File: config.mk
export PLATFORM = sky130hd
export DESIGN_NAME = window_fetch_flat
export DESIGN_NICKNAME = d
export VERILOG_FILES = /design/src/rtl/window_fetch_if.sv /design/src/rtl/window_fetch.sv /design/src/flat_wrapper.sv
export SDC_FILE = /design/constraint.sdc
export NUM_CORES = 1
export LEC_CHECK = 0
export CORE_MARGIN = 2
export CORE_UTILIZATION = 55
export CTS_CLUSTER_SIZE = 14
export DETAILED_ROUTE_END_ITERATION = 10
export PLACE_DENSITY = 0.9
export SYNTH_ARGS = -nofsm -noshare
export SYNTH_HDL_FRONTEND = slang
export SYNTH_SLANG_ARGS = --single-unit
File: constraint.sdc
create_clock -name clk -period 5.6 [get_ports clk]
set_input_delay 1.4 -clock clk [delete_from_list [all_inputs] [get_ports clk]]
set_output_delay 1.4 -clock clk [all_outputs]
set_load 0.05 [all_outputs]
File: src/rtl/window_fetch_if.sv
// Bundles the hop input, image-memory read port and pixel output stream of window_fetch.
// master is the fetch block's view; slave is the surrounding environment's view.
interface window_fetch_if #(
    parameter int unsigned W_X    = 6,
    parameter int unsigned W_Y    = 6,
    parameter int unsigned ADDR_W = 12,
    parameter int unsigned DATA_W = 8
);

    logic              hop_valid;
    logic              hop_ready;
    logic [W_X-1:0]    x_hop;
    logic [W_Y-1:0]    y_hop;

    logic              mem_rd_en;
    logic [ADDR_W-1:0] mem_addr;
    logic [DATA_W-1:0] mem_rd_data;

    logic              pix_valid;
    logic              pix_ready;
    logic [DATA_W-1:0] pix_data;
    logic              pix_eol;
    logic              pix_last;

    modport master (
        input  hop_valid,
        input  x_hop,
        input  y_hop,
        output hop_ready,
        output mem_rd_en,
        output mem_addr,
        input  mem_rd_data,
        output pix_valid,
        input  pix_ready,
        output pix_data,
        output pix_eol,
        output pix_last
    );

    modport slave (
        output hop_valid,
        output x_hop,
        output y_hop,
        input  hop_ready,
        input  mem_rd_en,
        input  mem_addr,
        output mem_rd_data,
        input  pix_valid,
        output pix_ready,
        input  pix_data,
        input  pix_eol,
        input  pix_last
    );

endinterface

File: src/rtl/window_fetch.sv
// Fetches a SWEEP_X x SWEEP_Y pixel window per accepted hop from a 1-cycle-latency image memory
// and streams it row-major through a 2-entry credit-controlled output FIFO.
module window_fetch #(
    parameter int unsigned IMG_WIDTH  = 41,
    parameter int unsigned IMG_HEIGHT = 50,
    parameter int unsigned SWEEP_X    = 24,
    parameter int unsigned SWEEP_Y    = 24,
    parameter int unsigned DATA_W     = 8
) (
    input  logic            clk,
    input  logic            rst,
    window_fetch_if.master  bus,
    output logic            busy
);

    localparam int unsigned W_X    = $clog2(IMG_WIDTH);
    localparam int unsigned W_Y    = $clog2(IMG_HEIGHT);
    localparam int unsigned ADDR_W = $clog2(IMG_WIDTH * IMG_HEIGHT);
    localparam int unsigned W_COL  = (SWEEP_X > 1) ? $clog2(SWEEP_X) : 1;
    localparam int unsigned W_ROW  = (SWEEP_Y > 1) ? $clog2(SWEEP_Y + 1) : 1;

    typedef enum logic [1:0] {
        StIdle,
        StFetch,
        StDrain
    } state_e;

    state_e              state_q, state_d;
    logic [W_COL-1:0]    col_q, col_d;
    logic [W_ROW-1:0]    row_q, row_d;
    logic [ADDR_W-1:0]   row_base_q, row_base_d;

    logic                inflight_q;
    logic                tag_eol_q;
    logic                tag_last_q;

    logic [DATA_W-1:0]   fifo_data_q [2];
    logic                fifo_eol_q  [2];
    logic                fifo_last_q [2];
    logic                wr_ptr_q;
    logic                rd_ptr_q;
    logic [1:0]          count_q, count_d;

    logic                push;
    logic                pop;
    logic                credit_ok;
    logic                issue_eol;
    logic                issue_last;
    logic                hop_accept;

    // Tags of the pixel currently being issued; they ride alongside inflight.
    assign issue_eol  = (col_q == W_COL'(SWEEP_X - 1));
    assign issue_last = issue_eol && (row_q == W_ROW'(SWEEP_Y - 1));

    assign push = inflight_q;
    assign pop  = bus.pix_valid && bus.pix_ready;

    // The memory cannot stall, so every issued read must already own a FIFO slot.
    assign credit_ok = (3'(count_q) + 3'(inflight_q)) < (3'd2 + 3'(pop));

    assign bus.hop_ready = (state_q == StIdle) && !rst;
    assign hop_accept    = bus.hop_valid && bus.hop_ready;
    assign bus.mem_rd_en = (state_q == StFetch) && credit_ok && !rst;
    assign bus.mem_addr  = row_base_q + ADDR_W'(col_q);

    assign bus.pix_valid = (count_q != 2'd0);
    assign bus.pix_data  = fifo_data_q[rd_ptr_q];
    assign bus.pix_eol   = fifo_eol_q[rd_ptr_q];
    assign bus.pix_last  = fifo_last_q[rd_ptr_q];

    assign busy = (state_q != StIdle);

    assign count_d = count_q + 2'(push) - 2'(pop);

    always_comb begin
        state_d    = state_q;
        col_d      = col_q;
        row_d      = row_q;
        row_base_d = row_base_q;

        case (state_q)
            StIdle: begin
                if (hop_accept) begin
                    state_d    = StFetch;
                    col_d      = '0;
                    row_d      = '0;
                    row_base_d = ADDR_W'(bus.y_hop) * ADDR_W'(IMG_WIDTH) + ADDR_W'(bus.x_hop);
                end
            end

            StFetch: begin
                if (bus.mem_rd_en) begin
                    if (issue_eol) begin
                        col_d      = '0;
                        row_d      = row_q + 1'b1;
                        row_base_d = row_base_q + ADDR_W'(IMG_WIDTH);
                        if (issue_last) begin
                            state_d = StDrain;
                        end
                    end else begin
                        col_d = col_q + 1'b1;
                    end
                end
            end

            StDrain: begin
                // Leave as soon as the final pop empties the FIFO so a new hop lands next cycle.
                if ((count_d == 2'd0) && !inflight_q) begin
                    state_d = StIdle;
                end
            end

            default: begin
                state_d = StIdle;
            end
        endcase
    end

    always_ff @(posedge clk) begin
        if (rst) begin
            state_q    <= StIdle;
            col_q      <= '0;
            row_q      <= '0;
            row_base_q <= '0;
            inflight_q <= 1'b0;
            tag_eol_q  <= 1'b0;
            tag_last_q <= 1'b0;
            wr_ptr_q   <= 1'b0;
            rd_ptr_q   <= 1'b0;
            count_q    <= 2'd0;
        end else begin
            state_q    <= state_d;
            col_q      <= col_d;
            row_q      <= row_d;
            row_base_q <= row_base_d;
            inflight_q <= bus.mem_rd_en;
            tag_eol_q  <= issue_eol;
            tag_last_q <= issue_last;
            count_q    <= count_d;
            if (push) begin
                wr_ptr_q <= ~wr_ptr_q;
            end
            if (pop) begin
                rd_ptr_q <= ~rd_ptr_q;
            end
        end
    end

    // Payload storage needs no reset: count_q alone decides what is visible.
    always_ff @(posedge clk) begin
        if (push) begin
            fifo_data_q[wr_ptr_q] <= bus.mem_rd_data;
            fifo_eol_q[wr_ptr_q]  <= tag_eol_q;
            fifo_last_q[wr_ptr_q] <= tag_last_q;
        end
    end

endmodule

File: src/flat_wrapper.sv
// flat-port wrapper written by rule: the top's interface ports become plain ports
module window_fetch_flat 
#(
    parameter int unsigned IMG_WIDTH  = 41,
    parameter int unsigned IMG_HEIGHT = 50,
    parameter int unsigned SWEEP_X    = 24,
    parameter int unsigned SWEEP_Y    = 24,
    parameter int unsigned DATA_W     = 8
)
  (clk, rst, busy, bus_hop_valid, bus_x_hop, bus_y_hop, bus_hop_ready, bus_mem_rd_en, bus_mem_addr, bus_mem_rd_data, bus_pix_valid, bus_pix_ready, bus_pix_data, bus_pix_eol, bus_pix_last);
  window_fetch_if #(.W_X(($clog2(IMG_WIDTH))), .W_Y(($clog2(IMG_HEIGHT))), .ADDR_W(($clog2(IMG_WIDTH * IMG_HEIGHT))), .DATA_W(DATA_W)) bus_i ();
  input  logic clk;
  input  logic rst;
  output logic busy;
  input wire logic [$bits(bus_i.hop_valid)-1:0] bus_hop_valid;
  input wire logic [$bits(bus_i.x_hop)-1:0] bus_x_hop;
  input wire logic [$bits(bus_i.y_hop)-1:0] bus_y_hop;
  output wire logic [$bits(bus_i.hop_ready)-1:0] bus_hop_ready;
  output wire logic [$bits(bus_i.mem_rd_en)-1:0] bus_mem_rd_en;
  output wire logic [$bits(bus_i.mem_addr)-1:0] bus_mem_addr;
  input wire logic [$bits(bus_i.mem_rd_data)-1:0] bus_mem_rd_data;
  output wire logic [$bits(bus_i.pix_valid)-1:0] bus_pix_valid;
  input wire logic [$bits(bus_i.pix_ready)-1:0] bus_pix_ready;
  output wire logic [$bits(bus_i.pix_data)-1:0] bus_pix_data;
  output wire logic [$bits(bus_i.pix_eol)-1:0] bus_pix_eol;
  output wire logic [$bits(bus_i.pix_last)-1:0] bus_pix_last;
  assign bus_i.hop_valid = bus_hop_valid;
  assign bus_i.x_hop = bus_x_hop;
  assign bus_i.y_hop = bus_y_hop;
  assign bus_hop_ready = bus_i.hop_ready;
  assign bus_mem_rd_en = bus_i.mem_rd_en;
  assign bus_mem_addr = bus_i.mem_addr;
  assign bus_i.mem_rd_data = bus_mem_rd_data;
  assign bus_pix_valid = bus_i.pix_valid;
  assign bus_i.pix_ready = bus_pix_ready;
  assign bus_pix_data = bus_i.pix_data;
  assign bus_pix_eol = bus_i.pix_eol;
  assign bus_pix_last = bus_i.pix_last;
  window_fetch #(.IMG_WIDTH(IMG_WIDTH), .IMG_HEIGHT(IMG_HEIGHT), .SWEEP_X(SWEEP_X), .SWEEP_Y(SWEEP_Y), .DATA_W(DATA_W)) u_core (.clk(clk), .rst(rst), .bus(bus_i), .busy(busy));
endmodule
# Yosys cells after proc, flatten, opt, wreduce, memory -nomap -nowiden
# Memory sizes are Yosys's and may differ from the RTL's. A register that Yosys moved wholly into a read port is not among the register bits.
# Index checks and enable logic that the tools add are counted.
[word_totals] regBits=31 latch_bits=0 ramBits=20 rom_bits=0 input_bits=24 out_inout_bits=26 word_cells=77 mem_count=3
[op_classes] addsub=9 n_mul=1 div_mod_pow=0 n_lt_le_gt_ge=1 eq_ne=9 shifts=0 muxes=25 bitwise_logic=2 n_reduce_logical=17
[mem_list] name="u_core.fifo_data_q" depth=2 width=8 read_ports=1 rd_ports_with_merged_regs=1 write_ports=1 line_no="window_fetch.sv:37" rtl="logic [DATA_W-1:0] fifo_data_q [2];"
[mem_list] name="u_core.fifo_eol_q" depth=2 width=1 read_ports=1 rd_ports_with_merged_regs=1 write_ports=1 line_no="window_fetch.sv:38" rtl="logic fifo_eol_q [2];"
[mem_list] name="u_core.fifo_last_q" depth=2 width=1 read_ports=1 rd_ports_with_merged_regs=1 write_ports=1 line_no="window_fetch.sv:39" rtl="logic fifo_last_q [2];"
[ops] operator="$mux W12" n=3
[ops] operator="$mux W5" n=5
[ops] operator="$pmux W12 S2" n=1
[ops] operator="$pmux W5 S2" n=2
[ops] operator="$add A12 B5 Y12" n=1
[ops] operator="$add A12 B6 Y12" n=1
[ops] operator="$add A12 B6 Y12 const B" n=1
[ops] operator="$mul A6 B6 Y12 const B" n=1
[ops] operator="$add A5 B1 Y5 const B" n=2
[ops] operator="$eq A5 B5 Y1 const B" n=2
[ops] operator="$mux W2" n=5
[ops] operator="$mux W1" n=8
[ops] operator="$ne A2 B1 Y1 const B" n=4
[ops] operator="$logic_and A1 B1 Y1" n=7
[ops] operator="$pmux W2 S3" n=1
[ops] operator="$reduce_bool A2 Y1" n=3
[ops] operator="$reduce_and A5 Y1" n=1
[ops] operator="$logic_not A2 Y1" n=2
[ops] operator="$reduce_and A4 Y1" n=1
[ops] operator="$add A2 B1 Y3" n=1
[ops] operator="$add A2 B1 Y3 const A" n=1
[ops] operator="$lt A3 B3 Y1" n=1
[ops] operator="$reduce_and A3 Y1" n=1
[ops] operator="$add A2 B1 Y2" n=1
[ops] operator="6 further kinds" n=8

# Longest topological paths before layout
# Gate-level depths: netlist of the first run.
[logic_depth] word_depth=8 depth_mapped=11 ltp_nobuf=11

# Least setup slack after synthesis of the first run
# No wires, ideal clock.
[synth_path] path_kind="input port to flip-flop" startpoint="input bus_y_hop[0]" endpoint="register u_core.row_base_q[7]" arrival_ns=4.007 t_required_ns=5.478 setup_slack_ns=1.472 cell_stages=11 path_buffers=0 cell_sequence="ha_1 ha_1 ha_1 fa_1 ha_1 o21a_1 o31a_1 o21ai_0 nor2b_1 xnor2_1 a221o_1"
[synth_via] elab_chain_len=4
[synth_rtl] item="start, declared" line_no="flat_wrapper.sv:17" rtl="input wire logic [$bits(bus_i.y_hop)-1:0] bus_y_hop;"
[synth_rtl] item="$mul A6 B6 Y12" line_no="window_fetch.sv:87" rtl="row_base_d = ADDR_W'(bus.y_hop) * ADDR_W'(IMG_WIDTH) + ADDR_W'(bus.x_hop);"
[synth_rtl] item="$add A12 B6 Y12" line_no="window_fetch.sv:87"
[synth_rtl] item="$mux W12" line_no="window_fetch.sv:83" rtl="if (hop_accept) begin"
[synth_rtl] item="$pmux W12 S2" line_no="window_fetch.sv:81" rtl="case (state_q)"
[synth_rtl] item="end signal, assigned" line_no="window_fetch.sv:135" rtl="row_base_q <= row_base_d;"
[synth_rtl] item="end, declared" line_no="window_fetch.sv:31" rtl="logic [ADDR_W-1:0] row_base_q, row_base_d;"
# Every way passes these cells. The select of a mux whose other input is x is not followed.
# A chain may end at the register's enable or synchronous reset.

# Worst setup path in the final report of the first run
[layout_path] startpoint="input bus_pix_ready" endpoint="output bus_mem_rd_en"
[layout_via] elab_chain_len=5
[layout_rtl] item="start, declared" line_no="flat_wrapper.sv:23" rtl="input wire logic [$bits(bus_i.pix_ready)-1:0] bus_pix_ready;"
[layout_rtl] item="$logic_and A1 B1 Y1" line_no="window_fetch.sv:56" rtl="assign pop = bus.pix_valid && bus.pix_ready;"
[layout_rtl] item="$add A2 B1 Y3" line_no="window_fetch.sv:59" rtl="assign credit_ok = (3'(count_q) + 3'(inflight_q)) < (3'd2 + 3'(pop));"
[layout_rtl] item="$lt A3 B3 Y1" line_no="window_fetch.sv:59"
[layout_rtl] item="$logic_and A1 B1 Y1 (2 in series)" line_no="window_fetch.sv:63" rtl="assign bus.mem_rd_en = (state_q == StFetch) && credit_ok && !rst;"
[layout_rtl] item="end, declared" line_no="flat_wrapper.sv:19" rtl="output wire logic [$bits(bus_i.mem_rd_en)-1:0] bus_mem_rd_en;"
# Every way passes these cells.

==> impl_metrics.env, run 1 <==
export IMPL_status="finished, final reports clean"
export IMPL_p_leak_nw=1.688
export IMPL_whs_path_depth=0
export IMPL_max_vdd_ir_drop_v=0.0002499
export IMPL_routed_wl_mm=7.905
export IMPL_antennaDiodeCount=0
export IMPL_post_place_cells=486
export IMPL_ys_seq_area_share_pct=35.37
export IMPL_clkLatencyLatePin_ps=310
export IMPL_clkTransAtPathRegs_ps=100
export IMPL_finalCritPeriodShare_pct=85.00
export IMPL_regToRegEndpoint="u_core.row_base_q[11]"
export IMPL_finalNetCount=492
export IMPL_grtUsageTotal_pct=22.52
export IMPL_slew_viol_final=0
export IMPL_grt_pass1_vias=2809
export IMPL_die_h_um=83.88
export IMPL_p_per_area_mw_per_mm2=285.8
export IMPL_synth_most_common_cell="ha_1"
export IMPL_cts_buffers=5
export IMPL_hold_buffers=0
export IMPL_cap_violations=0
export IMPL_ys_types=53
export IMPL_layout_cells_non_filler=494
export IMPL_period_needed_ps=4760
export IMPL_vias=2953
export IMPL_dp_hpwl_mm=5.938
export IMPL_reg2reg_depth=7
export IMPL_clockRootBuffer="clkbuf_8"
export IMPL_tightest_slew_ps=889.8
export IMPL_antenna_found_initial=0
export IMPL_arrival_ps=3360
export IMPL_drcViolationCount=0
export IMPL_wl_per_cell_um=16.00
export IMPL_synthArstFlopShare_pct=0
export IMPL_synth_top_cell_area_share_pct=18.25
export IMPL_switching_share_pct=39.31
export IMPL_switchingPower_mw=0.4653
export IMPL_postCtsSetupBuffers=0
export IMPL_cts_sinks=52
export IMPL_hp_class="flip-flop to flip-flop"
export IMPL_required_ps=4200
export IMPL_grt_pass1_wl_mm=13.08
export IMPL_worst_setup_path_start_kind="input port"
export IMPL_cts_tree="done"
export IMPL_path_class="input port to primary output"
export IMPL_die_x_um=83.88
export IMPL_ff_latch_area_mm2=0.001241
export IMPL_vias_per_cell=5.978
export IMPL_fp_row_count=29
export IMPL_clockBufferDepth=2
export IMPL_coreArea_mm2=0.006277
export IMPL_dr_pass1_iters=5
export IMPL_worst_path_max_fanout=5
export IMPL_ctsHtreeMaxLevel=2
export IMPL_hold_end="u_core.fifo_last_q[0]"
export IMPL_synth_area_leaders="dfxtp_1 18%, edfxtp_1 17%, ha_1 17%"
export IMPL_synth_edff_count=20
export IMPL_synth_top_area_cell="dfxtp_1"
export IMPL_grt_max_degree=31
export IMPL_ant_nets=0
export IMPL_relSlewSlack_pct=40.46
export IMPL_io_pins=50
export IMPL_synthToLayoutAreaGrowth_pct=18.00
export IMPL_synth_seq_cells=52
export IMPL_cts_resized=0
export IMPL_die_area_mm2=0.007036
export IMPL_min_from="u_core.tag_last_q"
export IMPL_syn_area_mm2=0.003510
export IMPL_nFillCells=496
export IMPL_rsz0062_at_grt="false"
export IMPL_clock_skew_ps=2.912
export IMPL_power_frac_comb_pct=42.5
export IMPL_syn_instance_count=371
export IMPL_fmax_mhz=210.1
export IMPL_reg2reg_slack_ps=2950
export IMPL_r2r_start="u_core.state_q[1]"
export IMPL_clkPwrFrac_pct=18.4
export IMPL_syn_avg_cell_area_um2=9.460
export IMPL_finalPower_mw=1.184
export IMPL_ys_warn_count=0
export IMPL_p_int_mw=0.7185
export IMPL_synthFlopType="dfxtp_1"
export IMPL_worst_setup_path_end_kind="primary output"
export IMPL_layout_drive_gt1_share_pct=5.995
export IMPL_tns_ps=0
export IMPL_setup_viol=0
export IMPL_syn_nets=447
export IMPL_final_hold_violation_count=0
export IMPL_grt_ovfl_total=0
export IMPL_synth_common_cells="48 x ha_1, 36 x nor2_1, 32 x dfxtp_1, 25 x o21ai_0"
export IMPL_seq_power_share_pct=39.1
export IMPL_start_util_pct=55.91
export IMPL_port_buffers=49
export IMPL_multi_input_area_mm2=0.002146
export IMPL_drt_iter0_markers=231
export IMPL_place_gp_congestion=0.8974
-- per-layer routing --
metal | up-vias | part of all wire [%] | routed length [µm] | GRT usage (%)
met2 | 108 | 52 | 4100 | 40.44
met1 | 1373 | 41 | 3243 | 27.63
met5 | - | 0 | 0 | 0
met4 | 0 | 2.6 | 202 | 7.625
met3 | 26 | 4.5 | 358 | 3.066
li1 | 1446 | - | - | -
-- worst max-delay path by stage --
stage | endpoint | slack, ps | startpoint
finish | bus_mem_rd_en | 840 | bus_pix_ready
global route | bus_mem_rd_en | 730 | bus_pix_ready
detailed placement | u_core.row_base_q[7] | 760 | bus_y_hop[0]
CTS | bus_mem_rd_en | 830 | bus_pix_ready
floorplan | u_core.row_base_q[7] | 1470 | bus_y_hop[0]
global placement | u_core.row_base_q[7] | 880 | bus_y_hop[0]
-- state kept, by name (all words and copies together), names as in the netlist, named ones only --
signal,count
u_core.fifo_data_q,16
u_core.row_base_q,12
u_core.col_q,5
u_core.row_q,5
u_core.count_q,2
u_core.fifo_eol_q,2
u_core.fifo_last_q,2
u_core.state_q,2
u_core.inflight_q,1
u_core.rd_ptr_q,1
u_core.tag_eol_q,1
u_core.tag_last_q,1
u_core.wr_ptr_q,1
-- worst max-delay path: stages --
cell and delay (ps):
clkdlybuf4s50_1 450, o21ai_1 130, o21ai_0 230, nand2_1 160, inv_1 170, clkdlybuf4s50_1 820
-- cell type report --
type                    count  share of cell area [%]
inverters                  17                   1.541
multi-input cells         289                   51.81
clock buffers               6                   1.752
flip-flops and latches     52                   29.97
repair buffers             51                   12.21
well taps                  77                   2.326
clock inverters             2                  0.3927
-- placed cells by master, fill, tap and decap left out, drive strengths merged, types with 3 or more instances in the layout --
cell	netlist	routed
or2	3	3
ha	48	48
o22ai	3	3
inv	17	17
edfxtp	20	20
a22oi	3	3
fa	4	4
or3	6	6
o21ai	27	27
clkbuf	8	6
nor2	36	36
a211oi	6	6
xor2	9	9
nand4	5	5
a21oi	19	19
nor3	13	13
nand3	7	7
xnor2	14	14
a21o	7	7
o21a	5	5
mux2	10	10
nor2b	5	5
nand2b	8	8
a221oi	3	3
clkdlybuf4s50	0	49
dfxtp	32	32
nand2	20	20
-- power by group through the flow --
| stage | Clock (mW) | Sequential (mW) | Combinational (mW) |
|---|---|---|---|
| floorplan | 0 | 0.448 | 0.378 |
| global route | 0.230 | 0.469 | 0.546 |
| CTS | 0.216 | 0.462 | 0.504 |
| detailed placement | 0 | 0.471 | 0.498 |
| finish | 0.218 | 0.463 | 0.503 |
| global placement | 0 | 0.468 | 0.481 |
-- logic make-up after synthesis --
group	Yosys count	synth area share, %
AO/OA/AOI/OAI	89	16.22
XOR/XNOR	23	5.740
adder cells (fa/ha/maj)	52	19.39
buffers and inverters	30	3.494
flip-flops	52	35.37
multiplexers	10	3.209
AND/OR/NAND/NOR	115	16.58
-- metrics by stage --
stage | worst slack [ps] | utilization [%] | area, µm² | hold slack, ps
final | 840.0 | 65.98 | 4141 | 459.4
after CTS | 828.3 | 65.98 | 4141 | 457.6
after global placement | 879.6 | 64.56 | 4053 | 404.9
after global routing | 726.0 | 65.98 | 4141 | 472.2
after floorplan | 1472 | - | 3510 | 403.7
after detailed placement | 760.1 | 64.56 | 4053 | 435.6
No activity file was read; power rests on OpenSTA's default activity.
==> inputs of run 2 (changes only) <==
CORE_UTILIZATION = 50   (was 55)
PLACE_DENSITY = 0.87   (was 0.9)
clock period = 4.15 ns   (was 5.6 ns; I/O delays follow)
==> impl_metrics.env, run 2 (synthesized netlist as in run 1, its figures left out) <==
export IMPL_finalPower_mw=1.618
export IMPL_cts_sinks=52
export IMPL_ant_nets=0
export IMPL_port_buffers=49
export IMPL_cap_violations=0
export IMPL_fmax_mhz=248.6
export IMPL_hp_class="flip-flop to flip-flop"
export IMPL_place_gp_congestion=0.8838
export IMPL_crit_chain="clkdlybuf4s50_1, ha_1, ha_1, ha_1, fa_1, ha_1, o21a_1, o31a_1, o21ai_1, nor2b_1, xnor2_1, a221o_1"
export IMPL_largest_register="u_core.fifo_data_q"
export IMPL_finalNetCount=500
export IMPL_start_util_pct=51.66
export IMPL_arrival_ps=4230
export IMPL_period_needed_ps=4022
export IMPL_grt_pass1_wl_mm=12.65
export IMPL_clock_skew_ps=12.76
export IMPL_finalCritPeriodShare_pct=96.92
export IMPL_setup_viol=0
export IMPL_path_class="input port to flip-flop"
export IMPL_layout_drive_gt1_share_pct=8.471
export IMPL_tns_ps=0
export IMPL_clkLatencyLatePin_ps=320
export IMPL_antenna_found_initial=0
export IMPL_largestRegisters="u_core.fifo_data_q: 16 flops, u_core.row_base_q: 12 flops"
export IMPL_grtUsageTotal_pct=20.56
export IMPL_whs_path_depth=0
export IMPL_cp_startpoint="bus_y_hop[0]"
export IMPL_relSlewSlack_pct=43.79
export IMPL_fp_row_count=30
export IMPL_placed_area_mm2=0.004156
export IMPL_p_leak_nw=1.831
export IMPL_dr_pass1_iters=4
export IMPL_max_stage_delay_ps=470
export IMPL_io_pins=50
export IMPL_postLayoutCellArea_mm2=0.004264
export IMPL_r2r_start="u_core.state_q[1]"
export IMPL_cts_buffers=5
export IMPL_vias=2958
export IMPL_antennaDiodeCount=0
export IMPL_grt_pass1_vias=2858
export IMPL_clockRootBuffer="clkbuf_8"
export IMPL_ff_latch_area_mm2=0.001241
export IMPL_status="finished, final reports clean"
export IMPL_max_vdd_ir_drop_v=0.0001745
export IMPL_routed_wl_mm=7.695
export IMPL_final_common_cell="ha_1"
export IMPL_required_ps=4360
export IMPL_synthToLayoutAreaGrowth_pct=21.50
export IMPL_slew_viol_final=0
export IMPL_cpMostUsedCell="ha_1"
export IMPL_tightest_slew_ps=840.0
export IMPL_critPathBufInv=1
export IMPL_p_per_area_mw_per_mm2=379.3
export IMPL_slowest_stage="fa_1"
export IMPL_hold_end="u_core.fifo_eol_q[0]"
export IMPL_nFillCells=569
export IMPL_clkTransAtPathRegs_ps=100
export IMPL_die_h_um=87.78
export IMPL_wl_per_cell_um=14.77
export IMPL_coreArea_mm2=0.006794
export IMPL_worst_path_max_fanout=2
export IMPL_min_from="u_core.tag_eol_q"
export IMPL_grt_ovfl_total=0
export IMPL_hold_buffers=0
export IMPL_postCtsSetupBuffers=0
export IMPL_clockBufferDepth=2
export IMPL_reg2reg_depth=7
export IMPL_cts_tree="done"
export IMPL_dp_hpwl_mm=5.931
export IMPL_grt_max_degree=31
export IMPL_final_hold_violation_count=0
export IMPL_largest_reg_flops=16
export IMPL_ctsHtreeMaxLevel=2
export IMPL_regToRegEndpoint="u_core.row_base_q[11]"
export IMPL_cp_top_family="adder cells"
export IMPL_vias_per_cell=5.678
export IMPL_multi_input_area_mm2=0.002146
export IMPL_reg2reg_slack_ps=1540
export IMPL_drt_iter0_markers=168
export IMPL_worst_setup_path_end_kind="flip-flop"
export IMPL_drcViolationCount=0
export IMPL_die_area_mm2=0.007705
export IMPL_worst_setup_path_start_kind="input port"
export IMPL_final_cell_mix="48 x ha_1, 42 x clkdlybuf4s50_1, 36 x nor2_1, 32 x dfxtp_1, 23 x o21ai_0"
export IMPL_die_x_um=87.78
==> run 2: changes by cell type in the layout (fill, tap and decap cells not counted) <==
| cell | change |
|---|---|
| o21ai_0 | -2 |
| clkbuf_1 | -1 |
| dlymetal6s2s_1 | +5 |
| clkinv_4 | +1 |
| clkinvlp_4 | -1 |
| buf_12 | +2 |
| buf_4 | +8 |
| o21ai_1 | +2 |
| inv_6 | +1 |
| clkdlybuf4s50_1 | -7 |
==> run 2: area by class of cell <==
type                       count  area share, %
multi-input combinational    289          50.32
sequential                    52          29.11
timing repair buffer          59          14.03
tap                           96          2.817
clock buffer                   5          1.614
inverter                      17          1.496
clock inverter                 3         0.6162
==> run 2: timing repair <==
| action | in CTS | in global routing |
|---|---|---|
| endpoints found under the setup margin | 0 | 7 |
| gates resized for setup | 0 | 7 |
| endpoints found under the hold margin | 0 | 0 |
==> run 2: power by group <==
group	internal, mW	switching, mW
Sequential	0.571	0.0526
Combinational	0.294	0.400
Clock	0.123	0.177
==> run 2: worst max-delay path by stage <==
stage | end | slack, ps | cells after the start
2_1_floorplan | u_core.row_base_q[7] | 380 | 11
3_3_place_gp | u_core.row_base_q[7] | -110 | 12
3_5_place_dp | u_core.row_base_q[7] | -250 | 12
4_1_cts | bus_mem_addr[9] | 9 | 8
5_1_grt | bus_mem_addr[7] | -9 | 7
6_report | u_core.row_base_q[7] | 130 | 12
==> run 2: metal layers <==
metal,GRT usage [%],vias up,share of wire [%]
met2,38.64,72,52
met1,22.86,1400,42
met3,3.016,20,3.3
met5,0,-,0
met4,8.811,0,3.0
li1,-,1466,-
==> run 2: metrics by stage <==
step | hold slack [ps] | setup WS (ps) | instances | utilization [%]
after floorplan | 403.7 | 384.1 | 371 | -
after global placement | 405.2 | -113.3 | 513 | 61.18
after detailed placement | 415.6 | -246.0 | 513 | 61.18
after CTS | 437.1 | 9.032 | 521 | 62.58
after global routing | 446.4 | -8.880 | 521 | 62.76
final | 434.1 | 127.8 | 521 | 62.76
